### src/rtl/mem_burst_pkg.sv
// Shared AXI constants, FSM state encoding and clog2 helper for the burst-read responder.
package mem_burst_pkg;

  localparam logic [1:0]  AXI_BURST_INCR = 2'b01;
  localparam logic [1:0]  AXI_RESP_OKAY  = 2'b00;
  localparam int unsigned AXI_4K_BYTES   = 4096;

  typedef enum logic [2:0] {
    ST_IDLE,
    ST_CALC,
    ST_AR,
    ST_DATA,
    ST_DONE
  } state_e;

  function automatic int unsigned clog2(input int unsigned v);
    int unsigned r;
    r = 0;
    for (int unsigned i = 0; i < 32; i++) begin
      if ((32'd1 << i) < v) r = i + 1;
    end
    return r;
  endfunction

endpackage

### src/rtl/mem_burst_split.sv
// Combinational sizing of the next AXI transaction: min(remaining, MAX_BEATS, beats to 4 KB boundary).
module mem_burst_split
  import mem_burst_pkg::*;
#(
  parameter int unsigned MEM_DATA_BITS = 64,
  parameter int unsigned ADDR_BITS     = 27,
  parameter int unsigned AXI_ADDR_BITS = 32,
  parameter int unsigned MAX_BEATS     = 256
) (
  input  logic [ADDR_BITS-1:0]     waddr_i,
  input  logic [9:0]               rem_i,
  output logic [AXI_ADDR_BITS-1:0] byte_addr_o,
  output logic [8:0]               sub_o
);

  localparam int unsigned LB = clog2(MEM_DATA_BITS / 8);

  logic [ADDR_BITS+LB-1:0] word_bytes;
  logic [12:0]             to4k;
  logic [12:0]             lim;

  assign word_bytes  = {waddr_i, LB'(0)};
  assign byte_addr_o = AXI_ADDR_BITS'(word_bytes);
  assign to4k        = (13'(AXI_4K_BYTES) - {1'b0, byte_addr_o[11:0]}) >> LB;

  always_comb begin
    lim = 13'(MAX_BEATS);
    if (to4k < lim) lim = to4k;
    if ({3'b000, rem_i} < lim) lim = {3'b000, rem_i};
    sub_o = lim[8:0];
  end

endmodule

### src/rtl/mem_burst_rd_axi.sv
// Burst-read responder: turns rd_burst requests into split AXI4 read transactions.
// Optional rresp error tracking (rd_err / rd_err_cnt) is enabled by MEM_RD_RESP_CHK_EN.
module mem_burst_rd_axi
  import mem_burst_pkg::*;
#(
  parameter int unsigned MEM_DATA_BITS = 64,
  parameter int unsigned ADDR_BITS     = 27,
  parameter int unsigned AXI_ADDR_BITS = 32,
  parameter int unsigned MAX_BEATS     = 256
) (
  input  logic                     mem_clk,
  input  logic                     rst_n,
  input  logic                     rd_burst_req,
  input  logic [9:0]               rd_burst_len,
  input  logic [ADDR_BITS-1:0]     rd_burst_addr,
  output logic                     rd_burst_data_valid,
  output logic [MEM_DATA_BITS-1:0] rd_burst_data,
  output logic                     rd_burst_finish,
  output logic                     busy,
`ifdef MEM_RD_RESP_CHK_EN
  output logic                     rd_err,
  output logic [15:0]              rd_err_cnt,
`endif
  output logic [AXI_ADDR_BITS-1:0] m_axi_araddr,
  output logic [7:0]               m_axi_arlen,
  output logic [2:0]               m_axi_arsize,
  output logic [1:0]               m_axi_arburst,
  output logic                     m_axi_arvalid,
  input  logic                     m_axi_arready,
  input  logic [MEM_DATA_BITS-1:0] m_axi_rdata,
  input  logic [1:0]               m_axi_rresp,
  input  logic                     m_axi_rlast,
  input  logic                     m_axi_rvalid,
  output logic                     m_axi_rready
);

  localparam int unsigned LB = clog2(MEM_DATA_BITS / 8);

  state_e                   state_q, state_d;
  logic [9:0]               rem_q, rem_d;
  logic [ADDR_BITS-1:0]     waddr_q, waddr_d;
  logic [AXI_ADDR_BITS-1:0] araddr_q, araddr_d;
  logic [7:0]               arlen_q, arlen_d;
  logic                     arvalid_q, finish_q, busy_q;
  logic [AXI_ADDR_BITS-1:0] calc_addr;
  logic [8:0]               calc_sub;
  logic [8:0]               cur_beats;
  logic                     r_hs;

  mem_burst_split #(
    .MEM_DATA_BITS(MEM_DATA_BITS),
    .ADDR_BITS    (ADDR_BITS),
    .AXI_ADDR_BITS(AXI_ADDR_BITS),
    .MAX_BEATS    (MAX_BEATS)
  ) u_split (
    .waddr_i    (waddr_q),
    .rem_i      (rem_q),
    .byte_addr_o(calc_addr),
    .sub_o      (calc_sub)
  );

  // Beats of the in-flight transaction are recovered from arlen rather than kept separately.
  assign cur_beats = 9'(arlen_q) + 9'd1;
  assign r_hs      = m_axi_rvalid & m_axi_rready;

  always_comb begin
    state_d      = state_q;
    rem_d        = rem_q;
    waddr_d      = waddr_q;
    araddr_d     = araddr_q;
    arlen_d      = arlen_q;
    m_axi_rready = 1'b0;
    case (state_q)
      ST_IDLE: begin
        if (rd_burst_req && (rd_burst_len != 10'd0)) begin
          rem_d   = rd_burst_len;
          waddr_d = rd_burst_addr;
          state_d = ST_CALC;
        end
      end
      ST_CALC: begin
        araddr_d = calc_addr;
        arlen_d  = 8'(calc_sub - 9'd1);
        state_d  = ST_AR;
      end
      ST_AR: begin
        if (m_axi_arready) begin
          rem_d   = rem_q - 10'(cur_beats);
          waddr_d = waddr_q + ADDR_BITS'(cur_beats);
          state_d = ST_DATA;
        end
      end
      ST_DATA: begin
        m_axi_rready = 1'b1;
        if (m_axi_rvalid && m_axi_rlast) begin
          state_d = (rem_q == 10'd0) ? ST_DONE : ST_CALC;
        end
      end
      ST_DONE: state_d = ST_IDLE;
      default: state_d = ST_IDLE;
    endcase
  end

  always_ff @(posedge mem_clk or negedge rst_n) begin
    if (!rst_n) begin
      state_q   <= ST_IDLE;
      rem_q     <= '0;
      waddr_q   <= '0;
      araddr_q  <= '0;
      arlen_q   <= '0;
      arvalid_q <= 1'b0;
      finish_q  <= 1'b0;
      busy_q    <= 1'b0;
    end else begin
      state_q   <= state_d;
      rem_q     <= rem_d;
      waddr_q   <= waddr_d;
      araddr_q  <= araddr_d;
      arlen_q   <= arlen_d;
      arvalid_q <= (state_d == ST_AR);
      finish_q  <= (state_d == ST_DONE);
      busy_q    <= (state_d != ST_IDLE);
    end
  end

  assign m_axi_araddr        = araddr_q;
  assign m_axi_arlen         = arlen_q;
  assign m_axi_arsize        = 3'(LB);
  assign m_axi_arburst       = AXI_BURST_INCR;
  assign m_axi_arvalid       = arvalid_q;
  assign rd_burst_data_valid = r_hs;
  assign rd_burst_data       = r_hs ? m_axi_rdata : '0;
  assign rd_burst_finish     = finish_q;
  assign busy                = busy_q;

`ifdef MEM_RD_RESP_CHK_EN
  logic        rd_err_q;
  logic [15:0] rd_err_cnt_q;

  always_ff @(posedge mem_clk or negedge rst_n) begin
    if (!rst_n) begin
      rd_err_q     <= 1'b0;
      rd_err_cnt_q <= '0;
    end else if (r_hs && (m_axi_rresp != AXI_RESP_OKAY)) begin
      rd_err_q <= 1'b1;
      if (rd_err_cnt_q != '1) rd_err_cnt_q <= rd_err_cnt_q + 16'd1;
    end
  end

  assign rd_err     = rd_err_q;
  assign rd_err_cnt = rd_err_cnt_q;
`else
  logic unused_rresp;
  assign unused_rresp = ^m_axi_rresp;
`endif

endmodule

### config.mk
export PLATFORM = sky130hd
export DESIGN_NAME = mem_burst_rd_axi
export DESIGN_NICKNAME = d
export VERILOG_FILES = /design/src/rtl/mem_burst_pkg.sv /design/src/rtl/mem_burst_split.sv /design/src/rtl/mem_burst_rd_axi.sv
export SDC_FILE = /design/constraint.sdc
export NUM_CORES = 1
export LEC_CHECK = 0
export BUFFER_PORTS_ARGS = -buffer_cell sky130_fd_sc_hd__buf_2
export CAP_MARGIN = 20
export CORE_ASPECT_RATIO = 1.1
export CORE_UTILIZATION = 34
export DETAILED_ROUTE_END_ITERATION = 7
export GPL_TIMING_DRIVEN = 1
export SYNTH_ARGS = -nofsm -noshare
export SYNTH_HDL_FRONTEND = slang
export SYNTH_SLANG_ARGS = --single-unit
export TNS_END_PERCENT = 100
### constraint.sdc
create_clock -name mem_clk -period 7 [get_ports mem_clk]
set_input_delay 1.4 -clock mem_clk [delete_from_list [all_inputs] [get_ports mem_clk]]
set_output_delay 1.4 -clock mem_clk [all_outputs]
set_load 0.1 [all_outputs]
==> impl_metrics.csv, run 1 <==
group,metric,value,unit
detailed_routing,drc,0,
cells_and_area,layout-drive-gt1-share,26.29,%
grt,grt_max_degree,79,
sta,rsz0062_at_grt,"false",
cells_and_area,fin_util,43.85,%
detailed_routing,routed_wirelength,17730,um
logic_synthesis,synth_top_area_share,33.99,%
sta,final-max-slew-violation-count,0,
cts,cts_buffer_depth,2,
cells_and_area,multi_input_area,3488,um^2
min_path,hp-class,"reg -> reg",
flow_run,max-cap-violations,0,
detailed_routing,drtPass1Iterations,5,
logic_synthesis,synthCells,727,
setup_path,critPathLaunchType,"flop",
detailed_routing,wire_per_inst,15.86,um
logic_synthesis,synth_top_flop_cell,"dfrtp_1",
floorplan,pin_count,223,
detailed_routing,drt_iter0_markers,419,
floorplan,fp-row-count,49,
floorplan,core_region_area,16430,um^2
min_path,min_from,"m_axi_araddr[12]",
cts,tritoncts,"done",
logic_synthesis,synthesis.area,5743,um^2
cts,cts_buffers,9,
logic_synthesis,ys_seq_area_share,33.99,%
grt,grtUsageTotal,20.46,%
cts,clkTransAtPathRegs,60,ps
floorplan,die_x,125.9,um
setup_path,rrSetupSlack,2230,ps
setup_path,cp-end-kind,"flop",
grt,grt_antenna_before_repair,1,
logic_synthesis,synth_cell_types,61,
cells_and_area,nets,1050,
setup_path,r2r_start,"waddr_q[0]",
placed_design,place.gp.congestion,0.8529,
cts,root_buffer,"clkbuf_16",
setup_path,cp.arrival,4980,ps
logic_synthesis,yosysMostFrequentCell,"nand2_1",
placed_design,hpwl,12960,um
setup_path,cp_max_fo,18,
floorplan,die-area,17420,um^2
sta,hold_viol_final,0,
detailed_routing,num_vias,5817,
cts,cts_resized,0,
min_path,holdPathEnd,"m_axi_araddr[12]",
grt,grt_pass1_wl,28260,um
cts,h-tree-depth,3,
logic_synthesis,synth_area_leaders,"dfrtp_1 34%, nand2_1 9.0%, and3_1 8.5%",
logic_synthesis,yosys_warnings,0,
setup_path,critPathKind,"reg -> reg",
cts,cts_setup_buffers,0,
floorplan,die_h,138.3,um
logic_synthesis,synth_edf_count,0,
sta,fin_crit_sh,68.18,%
setup_path,required,7210,ps
logic_synthesis,ys_top_cells_by_count,"137 x nand2_1, 78 x and3_1, 78 x dfrtp_1",
sta,min_period,4773,ps
cts,hold_buffers,0,
logic_synthesis,yosys.area.top_type,"dfrtp_1",
logic_synthesis,async_flop_share,100.0,%
logic_synthesis,synth-seq-cells,78,
grt,grt_pass1_vias,5427,
detailed_routing,via_per_inst,5.203,
grt,grt-ovfl-total,0,
logic_synthesis,avgSynthCellArea,7.900,um^2
placed_design,dp_slack,2278,ps
detailed_routing,ant_nets,0,
cts,cts.sinks,78,
sta,tightest_slew,1077,ps
floorplan,start_util,34.95,%
setup_path,reg2reg_depth,19,
setup_path,r2r-end,"m_axi_arlen[6]",
sta,fin_ws,2227,ps
cts,clk_latency,350,ps
min_path,whs_path_depth,2,
cells_and_area,syn_to_final_growth,25.47,%
sta,clock.fmax,209.5,MHz
sta,max-slew-margin-rel,28.19,%
status,status,"completed",
sta,tns,0,ps
placed_design,port_buffers,210,
sta,setup-violations-final,0,
cells_and_area,n_fill_cell,1720,
sta,fin_worst_skew,9.848,ps
cells_and_area,regArea,1952,um^2
## per-layer routing
layer / track usage, % / vias to the layer above / wire (um)
met1: 27.43 / 2713 / 8230
met4: 5.327 / 0 / 231
met2: 32.80 / 168 / 8203
met5: 0 / - / 0
li1: - / 2916 / -
met3: 5.031 / 20 / 1061
## sequential cells by signal, indices dropped and copies added (netlist names)
signal	count
state_q	3
busy	1
rd_burst_finish	1
waddr_q	27
m_axi_arlen	8
m_axi_araddr	27
rem_q	10
m_axi_arvalid	1
## logic make-up after synthesis
logic type | after synthesis | synth area share (%)
and+or+nand+nor | 347 | 29.15
AOI/OAI and AO/OA | 145 | 16.45
buffers and inverters | 80 | 5.904
DFF | 78 | 33.99
adders and majority gates | 32 | 7.233
xor gates and xnor gates | 27 | 4.118
muxes | 16 | 3.028
other | 2 | 0.1308
## through the flow
step / instances / instance area (um^2) / hold WS (ps)
global route: 1117 / 7203 / 492.3
global placement: 1101 / 6884 / 454.5
floorplan: 736 / 5777 / 453.2
CTS: 1116 / 7176 / 475.6
detailed placement: 1101 / 6884 / 456.9
finish: 1118 / 7206 / 470.9
## worst max-delay path, cell delays in order (launching register included)
cell and delay (ps):
dfrtp_1 470, inv_1 150, ha_1 320, or4b_4 520, or4_1 500, and3_1 240
ha_1 320, nand4_1 90, nor2_1 130, nand2_1 100, o211ai_4 450, nor2_1 80
a31oi_1 210, ha_1 260, nand2_1 110, nor3_1 180, xnor2_1 140, nor2_1 50
a21oi_1 190, o21ai_0 120
## area by class of cell
cell class | count | share of cell area, %
Sequential cell | 78 | 27.09
Tap cell | 204 | 3.542
Clock inverter | 3 | 0.6251
Multi-Input combinational cell | 578 | 48.41
Timing Repair Buffer | 216 | 15.52
Inverter | 26 | 1.354
Clock buffer | 12 | 3.421
Antenna cell | 1 | 0.03473
## cells in the final DEF (no fill, tap or decap), types with 15 or more instances in the layout
master,Yosys,routed
a21oi_1,32,32
a31oi_1,15,15
and3_1,78,78
buf_2,1,209
dfrtp_1,78,78
ha_1,30,30
inv_1,26,26
nand2_1,137,137
nor2_1,52,51
nor3_1,22,22
o21ai_0,39,39
xnor2_1,21,21
## how the worst max path moves through the flow
| stage | from | to | slack, ps | cells past startpoint |
|---|---|---|---|---|
| floorplan | waddr_q[0] | m_axi_arlen[6] | 2730 | 19 |
| global placement | waddr_q[0] | m_axi_arlen[6] | 2320 | 19 |
| detailed placement | waddr_q[0] | m_axi_arlen[6] | 2280 | 19 |
| CTS | waddr_q[0] | m_axi_arlen[6] | 2260 | 19 |
| global route | waddr_q[0] | m_axi_arlen[6] | 1820 | 18 |
| finish | waddr_q[0] | m_axi_arlen[6] | 2230 | 19 |
Power of run 1 is left out: the tool's default activity adds up to more than one toggle a clock period on the data nets, which glitch-free logic cannot reach.
==> run 2, diff against run 1 <==
- clock period: 7 -> 4.3 ns (I/O delays scaled with it)
==> run 2 against run 1 <==
  * Worst setup slack worse by 1900 ps
  * Critical path depth is the same
  * Register-to-register slack worse by 1900 ps
  * Wire length increased by 2.3%
  * Via count increased by 1.8%
  * Clock skew increased by 3.5 ps
  * Sequential share of layout area decreased by 0.58 points
  * Count of clock-buffer cells in the layout is the same
  * Critical path type unchanged
  * Highest routed layer unchanged
==> impl_metrics.csv, run 2 (synthesis gave the netlist of run 1 again) <==
group,metric,value,unit
sta,fin_worst_skew,13.35,ps
cells_and_area,syn_to_final_growth,28.19,%
placed_design,dp_slack,181.2,ps
sta,rsz0062_at_grt,"false",
sta,final-max-slew-violation-count,0,
grt,grt_max_degree,67,
detailed_routing,num_vias,5919,
setup_path,cp-end-kind,"flop",
cells_and_area,nets,1068,
cts,cts_buffers,9,
grt,grt_pass1_vias,5589,
setup_path,cp_max_fo,6,
sta,setup-violations-final,0,
status,status,"completed",
setup_path,cp_cell_sequence,"inv_2, ha_1, or4b_4, or4_1, and3_2, ha_1, nand4_1, nor2_2, nand2_1, o211ai_4, nor2_1, a31oi_2, ha_2, nand2_1, nor3_2, xnor2_1, nor2_1, a21oi_1, o21ai_0",
setup_path,critPathLaunchType,"flop",
setup_path,critPathKind,"reg -> reg",
cells_and_area,layout_commonest_cell,"buf_2",
min_path,hp-class,"reg -> reg",
setup_path,reg2reg_depth,19,
setup_path,required,4520,ps
setup_path,r2r_start,"waddr_q[0]",
detailed_routing,drt_iter0_markers,360,
cts,root_buffer,"clkbuf_16",
cells_and_area,layout-drive-gt1-share,28.76,%
grt,grt-ovfl-total,0,
grt,grt_pass1_wl,29050,um
cells_and_area,final_cell_mix,"209 x buf_2, 137 x nand2_1, 78 x dfrtp_1",
setup_path,rrSetupSlack,300,ps
floorplan,start_util,34.95,%
setup_path,cp.arrival,4220,ps
min_path,min_from,"m_axi_araddr[12]",
detailed_routing,routed_wirelength,18130,um
placed_design,port_buffers,210,
floorplan,pin_count,223,
detailed_routing,ant_nets,0,
setup_path,critical_path_buf_inv_count,1,
sta,max-slew-margin-rel,33.31,%
min_path,holdPathEnd,"m_axi_araddr[12]",
cts,h-tree-depth,3,
sta,fin_ws,296.2,ps
sta,clock.fmax,249.8,MHz
placed_design,place.gp.congestion,0.8820,
cells_and_area,design_area,7362,um^2
setup_path,cp_top_family,"simple AND/OR/NAND/NOR gates",
floorplan,fp-row-count,49,
placed_design,place_area,7012,um^2
detailed_routing,drc,0,
floorplan,die-area,17420,um^2
grt,grt_antenna_before_repair,1,
floorplan,die_h,138.3,um
detailed_routing,via_per_inst,5.206,
cells_and_area,stdcell_count,1137,
setup_path,slowest_delay,480,ps
setup_path,r2r-end,"m_axi_arlen[6]",
detailed_routing,wire_per_inst,15.95,um
cts,cts_buffer_depth,2,
sta,tightest_slew,1000,ps
cts,tritoncts,"done",
floorplan,core_region_area,16430,um^2
sta,min_period,4004,ps
min_path,whs_path_depth,2,
setup_path,slowest_stage,"or4b_4",
sta,hold_viol_final,0,
sta,tns,0,ps
flow_run,max-cap-violations,0,
cts,clkTransAtPathRegs,60,ps
detailed_routing,drtPass1Iterations,4,
floorplan,die_x,125.9,um
cts,clk_latency,360,ps
placed_design,dp.cells,1118,
sta,fin_crit_sh,93.11,%
placed_design,hpwl,13390,um
cts,hold_buffers,0,
cts,cts.sinks,78,
grt,grtUsageTotal,21.01,%
==> run 2: how the worst max path moves through the flow <==
stage	from	end	slack [ps]	cells past startpoint
detailed placement	waddr_q[0]	m_axi_arlen[6]	180	18
finish	waddr_q[0]	m_axi_arlen[6]	300	19
floorplan	waddr_q[0]	m_axi_arlen[6]	30	19
global placement	waddr_q[0]	m_axi_arlen[6]	250	18
global route	waddr_q[1]	m_axi_arlen[6]	20	19
CTS	waddr_q[0]	m_axi_arlen[6]	160	18
==> run 2: cell type report <==
type                            count  area [um^2]
Inverter                           26        97.59
Sequential cell                    78         1952
Timing Repair Buffer              234         1234
Tap cell                          204        255.2
Clock inverter                      4        53.80
Multi-Input combinational cell    578         3521
Antenna cell                        1        2.502
Clock buffer                       12        246.5
Fill cell                        1717         9069
==> run 2: worst register-to-register path, cell delays in order, from the launching register on <==
cell and delay (ps):
dfrtp_1 380, inv_2 90, ha_1 170, or4b_4 480
or4_1 450, and3_2 240, ha_1 320, nand4_1 100
nor2_2 150, nand2_1 100, o211ai_4 260, nor2_1 90
a31oi_2 190, ha_2 230, nand2_1 100, nor3_2 130
xnor2_1 140, nor2_1 60, a21oi_1 100, o21ai_0 90
==> run 2: metrics by stage <==
| step | utilization, % | hold slack (ps) |
|---|---|---|
| 6_report | 44.81 | 467.6 |
| 5_1_grt | 44.79 | 490.6 |
| 4_1_cts | 44.50 | 473.2 |
| 3_5_place_dp | 42.67 | 456.9 |
| 3_3_place_gp | 42.67 | 456.0 |
| 2_1_floorplan | - | 453.2 |
==> run 2: per-layer routing <==
layer  global-route usage [%]  wire, um
met5                        0         0
met4                    6.214       195
met3                    3.560       958
met2                    34.57      8716
met1                    28.15      8262
==> run 2: what timing repair did <==
| action | 4_1_cts | 5_1_grt |
|---|---|---|
| setup buffers | 0 | 2 |
| setup endpoints to repair | 0 | 2 |
| resized for setup | 0 | 9 |
Power of run 2 is left out for the same reason.
==> run 3, diff against run 2 <==
- CORE_UTILIZATION: 34 -> 45
- PLACE_DENSITY: unset -> 0.78
- REMOVE_ABC_BUFFERS: unset -> 1
==> run 3 against run 2 <==
  * Sequential share of layout area is 0.22 points higher
  * Worst setup slack got worse by 74 ps
  * Register-to-register slack got worse by 70 ps
  * Wire length increased by 9.2%
  * Utilization grew 15 points
  * Maximum frequency shrank 1.8%
  * Design area down 0.82%
  * Final cell count fell by 4.3%
  * Count of clock-buffer cells in the layout down 3
==> impl_metrics.csv, run 3 (synthesis gave the netlist of run 1 again) <==
group,metric,value,unit
cts,cts_buffer_depth,2,
detailed_routing,drc,0,
setup_path,reg2reg_depth,18,
sta,max-slew-margin-rel,29.94,%
setup_path,rrSetupSlack,220,ps
floorplan,die_h,120.5,um
sta,final-max-slew-violation-count,0,
setup_path,cp-end-kind,"flop",
setup_path,cp_max_fo,7,
sta,clock.fmax,245.2,MHz
sta,setup-violations-final,0,
floorplan,fp-row-count,42,
detailed_routing,drt_iter0_markers,526,
cells_and_area,final_cell_mix,"209 x buf_2, 137 x nand2_1, 78 x and3_1, 78 x dfrtp_1, 50 x nor2_1",
cts,clk_latency,350,ps
grt,grt_antenna_before_repair,1,
cells_and_area,layout_commonest_cell,"buf_2",
detailed_routing,drtPass1Iterations,5,
placed_design,place.gp.congestion,0.9051,
grt,grt_pass1_wl,29950,um
sta,min_period,4078,ps
cells_and_area,nets,1069,
detailed_routing,via_per_inst,5.608,
setup_path,required,4520,ps
detailed_routing,ant_nets,0,
cts,cts_buffers,9,
cts,root_buffer,"clkbuf_16",
floorplan,pin_count,223,
cells_and_area,n_fill_cell,1153,
grt,grt-ovfl-total,0,
sta,tightest_slew,1051,ps
sta,fin_crit_sh,94.84,%
min_path,hp-class,"in -> async",
cts,hold_buffers,0,
placed_design,hpwl,15060,um
sta,hold_viol_final,0,
floorplan,die_x,109.7,um
floorplan,die-area,13220,um^2
cts,cts.sinks,78,
status,status,"completed",
placed_design,port_buffers,210,
cells_and_area,layout-drive-gt1-share,28.62,%
cts,h-tree-depth,3,
cts,tritoncts,"done",
flow_run,max-cap-violations,0,
detailed_routing,routed_wirelength,19800,um
setup_path,critPathKind,"reg -> reg",
cts,clkTransAtPathRegs,70,ps
setup_path,cp.arrival,4300,ps
detailed_routing,wire_per_inst,18.20,um
sta,fin_worst_skew,7.516,ps
grt,grt_pass1_vias,5556,
setup_path,r2r-end,"m_axi_arlen[6]",
grt,grt_max_degree,79,
detailed_routing,num_vias,6101,
floorplan,core_region_area,12240,um^2
setup_path,critPathLaunchType,"flop",
grt,grtUsageTotal,30.61,%
sta,tns,0,ps
cells_and_area,syn_to_final_growth,27.15,%
floorplan,start_util,46.90,%
setup_path,r2r_start,"waddr_q[0]",
[run 3: changes by cell type in the layout (fill, tap and decap cells not counted), sizes merged]
cell    delta
bufinv     -1
buf        +1
clkbuf     -3
inv        +2
clkinv     +2
[run 3: worst max path at each step]
stage,from,end,slack (ps),cells past startpoint
finish,waddr_q[0],m_axi_arlen[6],220,18
global route,waddr_q[0],m_axi_arlen[6],-40,19
CTS,waddr_q[0],m_axi_arlen[6],160,18
detailed placement,waddr_q[0],m_axi_arlen[6],180,18
global placement,waddr_q[0],m_axi_arlen[6],210,18
floorplan,state_q[1],rd_burst_data[0],-680,3
[run 3: area by class of cell]
type                    count  area (um^2)  area share (%)
multi-input cells         578         3513           48.12
flip-flops and latches     78         1952           26.73
repair buffers            235         1261           17.27
clock buffers               9        225.2           3.084
well taps                 154        192.7           2.639
inverters                  26        97.59           1.337
clock inverters             7        57.56          0.7882
diodes                      1        2.502         0.03427
[run 3: worst max-delay path: stages (launching register included)]
cell      delay [ps]
dfrtp_1          370
inv_1            130
ha_1             180
or4b_4           480
or4_1            450
and3_1           210
ha_1             310
a21oi_1          120
o21ai_0           90
a22oi_1          300
o211ai_4         160
a31oi_1          260
ha_2             250
nand2_1          100
nor3_2           130
xnor2_1          130
nor2_1            50
a21oi_1          110
o21ai_0          100
[run 3: stage by stage]
stage	cell area, um^2	cells	util (%)	hold WS (ps)	worst slack [ps]
CTS	7222	1082	58.98	474.0	156.0
global placement	6939	1066	56.67	452.7	210.0
finish	7302	1088	59.64	330.4	221.8
floorplan	5535	682	-	453.2	-682.5
detailed placement	6939	1066	56.67	458.5	175.7
global route	7302	1088	59.64	331.3	-36.71
[run 3: repair_timing]
| item | in CTS | in global routing |
|---|---|---|
| gates resized for setup | 0 | 5 |
| setup buffers | 0 | 4 |
| endpoints found under the setup margin | 0 | 1 |
[run 3: per-layer routing]
layer / GRT usage, % / share of wire [%] / vias to the layer above
li1: - / - / 2954
met1: 38.59 / 39 / 2826
met2: 51.14 / 49 / 287
met3: 4.744 / 7.8 / 34
met4: 13.75 / 3.5 / 0
met5: 0 / 0 / -
Power of run 3 is left out for the same reason.
